<file path="src/rtl/decode_issue_pkg.sv">
// ============================================================================
// Module      : decode_issue_pkg
// Description : Shared opcodes, ALU op-vector bit indices, instruction field
//               positions and the instruction decode helper.
// Revision    : 1.0 - initial release
// ============================================================================
`default_nettype none

package decode_issue_pkg;

    localparam int DATA_W   = 16;
    localparam int REG_W    = 3;
    localparam int IMM_W    = 5;
    localparam int OP_W     = 13;
    localparam int NUM_REGS = 8;

    localparam logic [REG_W-1:0] FLAG_REG = 3'd7;

    // Instruction field positions
    localparam int OPC_MSB = 15;
    localparam int OPC_LSB = 12;
    localparam int I_BIT   = 11;
    localparam int RD_MSB  = 10;
    localparam int RD_LSB  = 8;
    localparam int RS1_MSB = 7;
    localparam int RS1_LSB = 5;
    localparam int RS2_MSB = 4;
    localparam int RS2_LSB = 2;
    localparam int IMM_MSB = 4;
    localparam int IMM_LSB = 0;

    typedef enum logic [3:0] {
        OPC_ADD     = 4'd0,
        OPC_LD      = 4'd1,
        OPC_ST      = 4'd2,
        OPC_SUB     = 4'd3,
        OPC_MUL     = 4'd4,
        OPC_CMP     = 4'd5,
        OPC_MOV     = 4'd6,
        OPC_OR      = 4'd7,
        OPC_AND     = 4'd8,
        OPC_NOT     = 4'd9,
        OPC_LSL     = 4'd10,
        OPC_LSR     = 4'd11,
        OPC_XOR     = 4'd12,
        OPC_NOP     = 4'd13,
        OPC_HALT    = 4'd14,
        OPC_ILLEGAL = 4'd15
    } opcode_e;

    // Bit positions inside the ALU one-hot operation vector
    localparam int ALU_ADD = 0;
    localparam int ALU_LD  = 1;
    localparam int ALU_ST  = 2;
    localparam int ALU_SUB = 3;
    localparam int ALU_MUL = 4;
    localparam int ALU_CMP = 5;
    localparam int ALU_MOV = 6;
    localparam int ALU_OR  = 7;
    localparam int ALU_AND = 8;
    localparam int ALU_NOT = 9;
    localparam int ALU_LSL = 10;
    localparam int ALU_LSR = 11;
    localparam int ALU_XOR = 12;

    typedef struct packed {
        logic             issues;
        logic             halt;
        logic [OP_W-1:0]  alu;
        logic             rs1_rd;
        logic             rs2_rd;
        logic             rdf_rd;
        logic             dst_wr;
        logic [REG_W-1:0] dst;
    } decode_t;

    function automatic decode_t decode(input logic [DATA_W-1:0] instr);
        decode_t d;
        opcode_e opc;
        logic    imm;
        opc    = opcode_e'(instr[OPC_MSB:OPC_LSB]);
        imm    = instr[I_BIT];
        d      = '0;
        d.dst  = instr[RD_MSB:RD_LSB];
        d.halt = (opc == OPC_HALT);
        if (opc <= OPC_XOR) begin
            d.issues = 1'b1;
            d.alu    = OP_W'(1) << 4'(opc);
            d.rs1_rd = (opc != OPC_MOV);
            d.rs2_rd = !imm && (opc != OPC_NOT) && (opc != OPC_LD) && (opc != OPC_ST);
            d.rdf_rd = (opc == OPC_ST);
            d.dst_wr = (opc != OPC_ST);
            if (opc == OPC_CMP) begin
                d.dst = FLAG_REG;
            end
        end
        return d;
    endfunction

endpackage

`default_nettype wire

</file>
<file path="src/rtl/decode_issue_regfile_8x16.sv">
// ============================================================================
// Module      : regfile_8x16
// Description : 8x16 register file, three read ports, one write port with
//               write-to-read forwarding and synchronous clear.
// Revision    : 1.0 - initial release
// ============================================================================
`default_nettype none

module regfile_8x16
    import decode_issue_pkg::*;
(
    input  logic              clk,
    input  logic              rst,
    input  logic              i_we,
    input  logic [REG_W-1:0]  i_waddr,
    input  logic [DATA_W-1:0] i_wdata,
    input  logic [REG_W-1:0]  i_raddr1,
    output logic [DATA_W-1:0] o_rdata1,
    input  logic [REG_W-1:0]  i_raddr2,
    output logic [DATA_W-1:0] o_rdata2,
    input  logic [REG_W-1:0]  i_raddr3,
    output logic [DATA_W-1:0] o_rdata3
);

    logic [DATA_W-1:0] r_regs [NUM_REGS];

    always_ff @(posedge clk) begin
        if (rst) begin
            for (int i = 0; i < NUM_REGS; i++) begin
                r_regs[i] <= '0;
            end
        end else if (i_we) begin
            r_regs[i_waddr] <= i_wdata;
        end
    end

    // A writeback landing this cycle is visible to readers in the same cycle
    assign o_rdata1 = (i_we && (i_waddr == i_raddr1)) ? i_wdata : r_regs[i_raddr1];
    assign o_rdata2 = (i_we && (i_waddr == i_raddr2)) ? i_wdata : r_regs[i_raddr2];
    assign o_rdata3 = (i_we && (i_waddr == i_raddr3)) ? i_wdata : r_regs[i_raddr3];

endmodule

`default_nettype wire

</file>
<file path="src/rtl/decode_issue.sv">
// ============================================================================
// Module      : decode_issue
// Description : Decode/issue stage: decodes instructions, reads operands,
//               tracks in-flight destinations and issues into an output reg.
// Revision    : 1.0 - initial release
// ============================================================================
`default_nettype none

module decode_issue
    import decode_issue_pkg::*;
(
    input  logic              clk,
    input  logic              rst,
    input  logic              in_valid,
    input  logic [DATA_W-1:0] in_instr,
    output logic              in_ready,
    output logic              out_valid,
    input  logic              out_ready,
    output logic [OP_W-1:0]   alusignals,
    output logic [DATA_W-1:0] op1,
    output logic [DATA_W-1:0] op2,
    output logic [IMM_W-1:0]  immx,
    output logic              isimmediate,
    output logic [REG_W-1:0]  rd,
    output logic [DATA_W-1:0] stdata,
    input  logic              wb_en,
    input  logic [REG_W-1:0]  wb_rd,
    input  logic [DATA_W-1:0] wb_data,
    output logic              halted
);

    decode_t             w_dec;
    logic [REG_W-1:0]    w_rs1;
    logic [REG_W-1:0]    w_rs2;
    logic [REG_W-1:0]    w_rdf;
    logic [DATA_W-1:0]   w_rs1_val;
    logic [DATA_W-1:0]   w_rs2_val;
    logic [DATA_W-1:0]   w_rdf_val;
    logic [NUM_REGS-1:0] w_clr;
    logic [NUM_REGS-1:0] w_busy_eff;
    logic [NUM_REGS-1:0] w_set;
    logic                w_hazard;
    logic                w_in_ready;
    logic                w_accept;
    logic                w_issue;

    logic [NUM_REGS-1:0] r_busy;
    logic                r_out_valid;
    logic                r_halted;
    logic [OP_W-1:0]     r_alu;
    logic [DATA_W-1:0]   r_op1;
    logic [DATA_W-1:0]   r_op2;
    logic [IMM_W-1:0]    r_immx;
    logic                r_isimm;
    logic [REG_W-1:0]    r_rd;
    logic [DATA_W-1:0]   r_stdata;

    assign w_dec = decode(in_instr);
    assign w_rs1 = in_instr[RS1_MSB:RS1_LSB];
    assign w_rs2 = in_instr[RS2_MSB:RS2_LSB];
    assign w_rdf = in_instr[RD_MSB:RD_LSB];

    regfile_8x16 u_regfile (
        .clk      (clk),
        .rst      (rst),
        .i_we     (wb_en),
        .i_waddr  (wb_rd),
        .i_wdata  (wb_data),
        .i_raddr1 (w_rs1),
        .o_rdata1 (w_rs1_val),
        .i_raddr2 (w_rs2),
        .o_rdata2 (w_rs2_val),
        .i_raddr3 (w_rdf),
        .o_rdata3 (w_rdf_val)
    );

    // A register being written back this cycle no longer blocks issue
    assign w_clr      = wb_en ? (NUM_REGS'(1) << wb_rd) : '0;
    assign w_busy_eff = r_busy & ~w_clr;

    always_comb begin
        w_hazard = 1'b0;
        if (w_dec.rs1_rd && w_busy_eff[w_rs1]) w_hazard = 1'b1;
        if (w_dec.rs2_rd && w_busy_eff[w_rs2]) w_hazard = 1'b1;
        if (w_dec.rdf_rd && w_busy_eff[w_rdf]) w_hazard = 1'b1;
        if (w_dec.dst_wr && w_busy_eff[w_dec.dst]) w_hazard = 1'b1;
    end

    assign w_in_ready = !r_halted && !w_hazard && (!r_out_valid || out_ready);
    assign w_accept   = in_valid && w_in_ready;
    assign w_issue    = w_accept && w_dec.issues;
    assign w_set      = (w_issue && w_dec.dst_wr) ? (NUM_REGS'(1) << w_dec.dst) : '0;

    always_ff @(posedge clk) begin
        if (rst) begin
            r_busy      <= '0;
            r_out_valid <= 1'b0;
            r_halted    <= 1'b0;
            r_alu       <= '0;
            r_op1       <= '0;
            r_op2       <= '0;
            r_immx      <= '0;
            r_isimm     <= 1'b0;
            r_rd        <= '0;
            r_stdata    <= '0;
        end else begin
            // Set is OR'd after clear so a same-index issue keeps the bit busy
            r_busy <= w_busy_eff | w_set;
            if (w_accept && w_dec.halt) begin
                r_halted <= 1'b1;
            end
            if (w_issue) begin
                r_out_valid <= 1'b1;
                r_alu       <= w_dec.alu;
                r_op1       <= w_rs1_val;
                r_op2       <= w_rs2_val;
                r_immx      <= in_instr[IMM_MSB:IMM_LSB];
                r_isimm     <= in_instr[I_BIT];
                r_rd        <= w_dec.dst;
                r_stdata    <= w_rdf_val;
            end else if (out_ready) begin
                r_out_valid <= 1'b0;
            end
        end
    end

    assign in_ready    = w_in_ready;
    assign out_valid   = r_out_valid;
    assign halted      = r_halted;
    assign alusignals  = r_alu;
    assign op1         = r_op1;
    assign op2         = r_op2;
    assign immx        = r_immx;
    assign isimmediate = r_isimm;
    assign rd          = r_rd;
    assign stdata      = r_stdata;

endmodule

`default_nettype wire
</file>
<file path="config.mk">
export PLATFORM = sky130hd
export DESIGN_NAME = decode_issue
export DESIGN_NICKNAME = d
export VERILOG_FILES = /design/src/rtl/decode_issue_pkg.sv /design/src/rtl/decode_issue_regfile_8x16.sv /design/src/rtl/decode_issue.sv
export SDC_FILE = /design/constraint.sdc
export NUM_CORES = 1
export LEC_CHECK = 0
export BUFFER_PORTS_ARGS = -buffer_cell sky130_fd_sc_hd__clkbuf_2
export CAP_MARGIN = 20
export CORE_ASPECT_RATIO = 0.75
export CORE_UTILIZATION = 60
export DETAILED_ROUTE_END_ITERATION = 12
export GPL_ROUTABILITY_DRIVEN = 1
export PLACE_DENSITY = 0.79
export SYNTH_ARGS = -nofsm -noshare
export SYNTH_HDL_FRONTEND = slang
export SYNTH_SLANG_ARGS = --single-unit
</file>
<file path="constraint.sdc">
create_clock -name clk -period 5.69 [get_ports clk]
set_input_delay 0.569 -clock clk [delete_from_list [all_inputs] [get_ports clk]]
set_output_delay 0.569 -clock clk [all_outputs]
set_load 0.05 [all_outputs]
</file>
Word-level counts from Yosys, hierarchy flattened
Memories as Yosys holds them, arrays and structs flattened. A register that Yosys moved wholly into a read port is not among the register bits.
Index checks and enable logic that the tools add are counted.
W data, S select, Z words.

storage, ports and cells
  register bits after elaboration = 32
  bits in writable memories = 128
  input port bits = 40
  output and inout bits = 73
  logic and storage cells = 73
  memories kept = 1

memory list
  name              depth  bits a word  read ports  clocked after memory_dff  wr ports  RTL line                         text
  u_regfile.r_regs  8      16           3           3                         8         decode_issue_regfile_8x16.sv:25  logic [DATA_W-1:0] r_regs [NUM_REGS];

operators by class
  order comparisons = 5
  equal/unequal tests = 7
  shift-type cells = 3
  multiplexer cells = 27
  bitwise operators = 3
  reductions and logical operators = 20

operator list
  cell                    count
  $mux W20                1
  $mux W1                 17
  $lt A3 B4 Y1 const B    4
  $mux W16                1
  $mux W8                 2
  $reduce_or A16 Y1       1
  $shl A1 B3 Y8 const A   2
  $logic_and A1 B1 Y1     13
  $shl A1 B4 Y13 const A  1
  $bmux W1 S3             4
  $and A8 B8 Y8           1
  $not A8 Y8              1
  $or A8 B8 Y8            1
  $mux W3                 2
  $eq A4 B2 Y1 const B    1
  $eq A4 B3 Y1 const B    1
  $eq A4 B4 Y1 const B    1
  $le A4 B4 Y1 const B    1
  $logic_not A1 Y1        4
  $ne A4 B1 Y1 const B    1
  $ne A4 B2 Y1 const B    1
  $ne A4 B3 Y1 const B    1
  $ne A4 B4 Y1 const B    1
  $reduce_bool A2 Y1      1
  $logic_or A1 B1 Y1      1

Logic depth before layout (Yosys ltp)
  depth after elaboration = 19
  depth in mapped cells = 12
  depth with buffers taken out = 8

By module
From an unflattened synthesis, not the netlist that was laid out.

unflattened totals
  cells, all modules = 991
  area total of the unflattened synthesis = 12839.8 sq um

by module, submodules not included
  module        times used  cells each  area each (sq um)  sequential area each (sq um)
  regfile_8x16  1           540         8929.8             3843.7
  decode_issue  1           451         3910.0             1601.5

Worst setup path after synthesis
Ideal clock, no wire load.

  path type = in2out
  start point = in in_instr[12]
  end point = out in_ready
  data arrival time = 2.325 ns
  path slack = 2.796 ns
  stages on the path = 9
  path buffers = 3
  path through = buf_2 -> or4b_2 -> or2_0 -> o2bb2ai_1 -> a21oi_1 -> nand4_2 -> buf_6 -> inv_2 -> buf_2

between the ends
  longest elaborated chain between the ends = 12
  elaborated cells on any way between the ends = 25

ends and longest elaborated chain
  item                                                 RTL line                text
  from (decl)                                          decode_issue.sv:15      input logic [DATA_W-1:0] in_instr,
  $ne A4 B4 Y1                                         decode_issue_pkg.sv:90  d.rs2_rd = !imm && (opc != OPC_NOT) && (opc != OPC_LD) && (opc != OPC_ST);
  $logic_and A1 B1 Y1 (3 in a row)                     decode_issue_pkg.sv:90
  $mux W20 (*)                                         decode_issue_pkg.sv:86  if (opc <= OPC_XOR) begin
  branches (longest 3 deep; another with $bmux W1 S3)  --
  $mux W1 (*)                                          decode_issue.sv:86      if (w_dec.dst_wr && w_busy_eff[w_dec.dst]) w_hazard = 1'b1;
  $logic_not A1 Y1 (*)                                 decode_issue.sv:89      assign w_in_ready = !r_halted && !w_hazard && (!r_out_valid || out_ready);
  $logic_and A1 B1 Y1 (*) (2 in a row)                 decode_issue.sv:89
  to (decl)                                            decode_issue.sv:16      output logic in_ready,

Mark *: on every way between the ends. The select of a mux whose other input is x is not followed.

Worst setup path in the final report
  start point = in in_instr[3]
  end point = out in_ready

between the ends
  longest elaborated chain between the ends = 9

ends and longest elaborated chain
  item                              RTL line            text
  $bmux W1 S3                       decode_issue.sv:84  if (w_dec.rs2_rd && w_busy_eff[w_rs2]) w_hazard = 1'b1;
  $mux W1 (not written as such)     decode_issue.sv:84
  $logic_and A1 B1 Y1               decode_issue.sv:84
  $mux W1                           decode_issue.sv:84
  $mux W1                           decode_issue.sv:85  if (w_dec.rdf_rd && w_busy_eff[w_rdf]) w_hazard = 1'b1;
  $mux W1                           decode_issue.sv:86
  $logic_not A1 Y1                  decode_issue.sv:89
  $logic_and A1 B1 Y1 (2 in a row)  decode_issue.sv:89

Every way passes these cells. The select of a mux whose other input is x is not followed.

==> out/metrics.csv <==
stage;metric;value;unit
logic_synthesis;synth.distinct_cells;57;
placed_design;dpl.hpwl;21.39;mm
min_path;hp-class;input pin to register;
timing;maxSlewViolCount;0;
placed_design;gp_congestion;0.9132;
clock_network;numCtsBuffers;22;
clock_network;cts_max_level;1;
power_and_ir_drop;ir_worst_vdd;0.2593;mV
min_path;hold_depth;3;
grt;use_met2;48.14;%
clock_network;cts_buffer_depth;3;
cells_and_area;drive_above_1_share;25.79;%
cells_and_area;nNetsFinal;1137;
run;drv_cap;0;
cells_and_area;area_growth;11.49;%
timing;fmax;267.6;MHz
route;wl_per_cell;24.60;microns
worst_setup_path;worstSetupStartpointType;input pin;
clock_network;cts_tree;yes;
worst_setup_path;reg2regPathDepth;8;
power_and_ir_drop;p_int;2.939;mW
power_and_ir_drop;powerDensity;310.5;mW/mm^2
logic_synthesis;synth_ff_type;edfxtp_1;
route;drt-vias-per-instance;6.857;
clock_network;cts.sinks;208;
worst_setup_path;path_max_fanout;38;
die;fp-row-count;44;
die;initial_core_util;61.42;%
status;outcome;finished, final reports clean;
grt;grt_max_degree;87;
logic_synthesis;synth_cells;1054;
logic_synthesis;yosysSeqAreaShare;45.62;%
power_and_ir_drop;finalPower;4.132;mW
timing;clock_skew;10.80;ps
worst_setup_path;path_class;input pin to output port;
timing;relSlewSlack;20.75;%
logic_synthesis;synth_edf_count;128;
grt;grt-ovfl-total;0;
route;drtPass1Iterations;7;
grt;grt_pass1_vias;8408;
route;num_vias;9367;
power_and_ir_drop;switching_power;1.194;mW
cells_and_area;mostFrequentLayoutCells;129 x and2_1, 128 x edfxtp_1, 113 x clkbuf_2;
die;die_width;164.9;microns
grt;busiest_layer;met2;
power_and_ir_drop;p_comb_share;18.7;%
timing;rsz0062_at_grt;false;
die;die_h;124.2;microns
cells_and_area;utilization;68.48;%
worst_setup_path;cp-end-kind;output port;
grt;met3_usage;10.29;%
timing;setup_viol;0;
worst_setup_path;cp.required;5120;ps
timing;fin_crit_sh;65.68;%
cells_and_area;n_antenna_cell;0;
worst_setup_path;r2r_slack;3020;ps
timing;hold_violations;0;
clock_network;root_buffer;clkbuf_16;
clock_network;clk_latency;510;ps
worst_setup_path;worst_ep_arrival_time;3170;ps
timing;min_period;3737;ps
clock_network;ctsHoldBuffers;0;
grt;met1_usage;47.85;%
route;dr.first_iter.drc_count;1525;
power_and_ir_drop;swShare;28.88;%
route;ant_nets;0;
logic_synthesis;synth_seq_cells;208;
logic_synthesis;synthesis.area;0.01194;sq mm
route;drcViolationCount;0;
timing;finalSetupTns;0;ps
clock_network;post_cts_resized;0;
clock_network;post-cts-setup-buffers;0;
grt;grt_pass1_wl;50.41;mm
route;wl;33.61;mm
logic_synthesis;avgSynthCellArea;11.32;sq um
clock_network;clkSlewWorstSetupHoldPaths;60;ps
die;core;0.01943;sq mm
grt;grt_use_total;33.31;%
logic_synthesis;yosys_warnings;0;
die;dieArea;0.02047;sq mm
placed_design;io_buffers;112;
die;io_pins;113;
logic_synthesis;syn_nets;1094;
power_and_ir_drop;power_frac_seq;43.2;%
cells_and_area;mostFrequentLayoutCell;and2_1;
timing;worst_pin_slew;1189;ps
logic_synthesis;ys_async_sr_fraction;0;%
power_and_ir_drop;p_clk_share;38.1;%
grt;antenna_found_initial;2;
power_and_ir_drop;p_leak;4.913;nW
==> power by group through the flow <==
| stage | combinational [mW] | clock [mW] | sequential [mW] |
|---|---|---|---|
| after global placement | 0.736 | 0 | 1.80 |
| final | 0.771 | 1.58 | 1.79 |
| after detailed placement | 0.754 | 0 | 1.81 |
| after floorplan | 0.434 | 0 | 1.92 |
| after CTS | 0.758 | 1.57 | 1.78 |
| after global routing | 0.818 | 1.63 | 1.80 |
==> cells in the mapped netlist (all sizes together) (2+ instances only) <==
master     n  share of area [%]
a211oi     2               0.13
a21o       2               0.13
a21oi     61                2.6
a31oi      2               0.10
a32oi      2               0.15
and2     129                6.8
and3       2               0.10
and4b      2               0.17
and4bb     4               0.42
buf       31                1.6
clkbuf    82                2.6
dfxtp     80                 13
edfxtp   128                 32
inv       13               0.41
mux2       2               0.19
mux2i     48                4.0
mux4      96                 18
nand2     78                2.5
nand2b    12               0.63
nand3     21               0.88
nand3b     3               0.19
nand4      3               0.26
nor2      63                2.0
nor2b      3               0.16
nor3       9               0.38
nor3b      2               0.13
nor4       5               0.26
o2111ai    3               0.22
o21a       2               0.13
o21ai     65                2.7
o221ai     3               0.22
o22ai      2               0.10
o32ai     15                1.1
or2        9               0.47
or3        2               0.10
or4       48                3.0
xor2       9               0.66
==> routing by layer <==
metal	routed length, microns	vias to the layer above	part of all wire [%]
li1	-	4047	-
met1	13700	4540	41
met2	14550	685	43
met3	4326	93	13
met4	995	2	3.0
met5	40	-	0.12
==> flip-flops by register name, indices dropped and copies added, names as in the netlist <==
name,flops
alusignals,13
u_regfile.r_regs,128
rd,3
stdata,16
immx,5
out_valid,1
r_busy,8
halted,1
op2,16
op1,16
isimmediate,1
==> critical path, stage by stage <==
cell and delay (ps):
clkbuf_2 860, o221ai_1 300, o22ai_1 240, a311o_2 150, nand4_2 260, inv_2 410, clkbuf_2 350
==> layout make-up <==
| type | count | area, sq um |
|---|---|---|
| fill | 1366 | 6126 |
| multi-input combinational | 720 | 5983 |
| sequential | 208 | 5445 |
| timing repair buffer | 132 | 726.9 |
| clock buffer | 30 | 634.4 |
| tap | 253 | 316.6 |
| clock inverter | 10 | 152.6 |
| inverter | 13 | 48.80 |
==> kinds of logic after synthesis <==
family                 share of synthesized area, %
buffers and inverters                         4.570
flip-flops                                    45.62
multiplexers                                  22.33
AO/OA/AOI/OAI                                 8.103
XOR/XNOR                                     0.6604
AND/OR/NAND/NOR                               18.72
==> through the flow <==
stage	setup slack [ps]	hold WS, ps	instances	cell area (sq um)
floorplan	2796	475.3	1054	11940
global placement	2025	436.2	1324	12490
detailed placement	2029	444.7	1326	12520
CTS	2023	290.0	1366	13310
global route	1829	320.1	1366	13310
finish	1953	304.2	1366	13310
==> final timing paths <==
path	from	to
max	in_instr[3]	in_ready
min reg2reg	op2[7]	op2[7]
max reg2reg	r_busy[2]	r_busy[7]
min	in_instr[0]	immx[0]
Power figures use the tool's default switching activity.
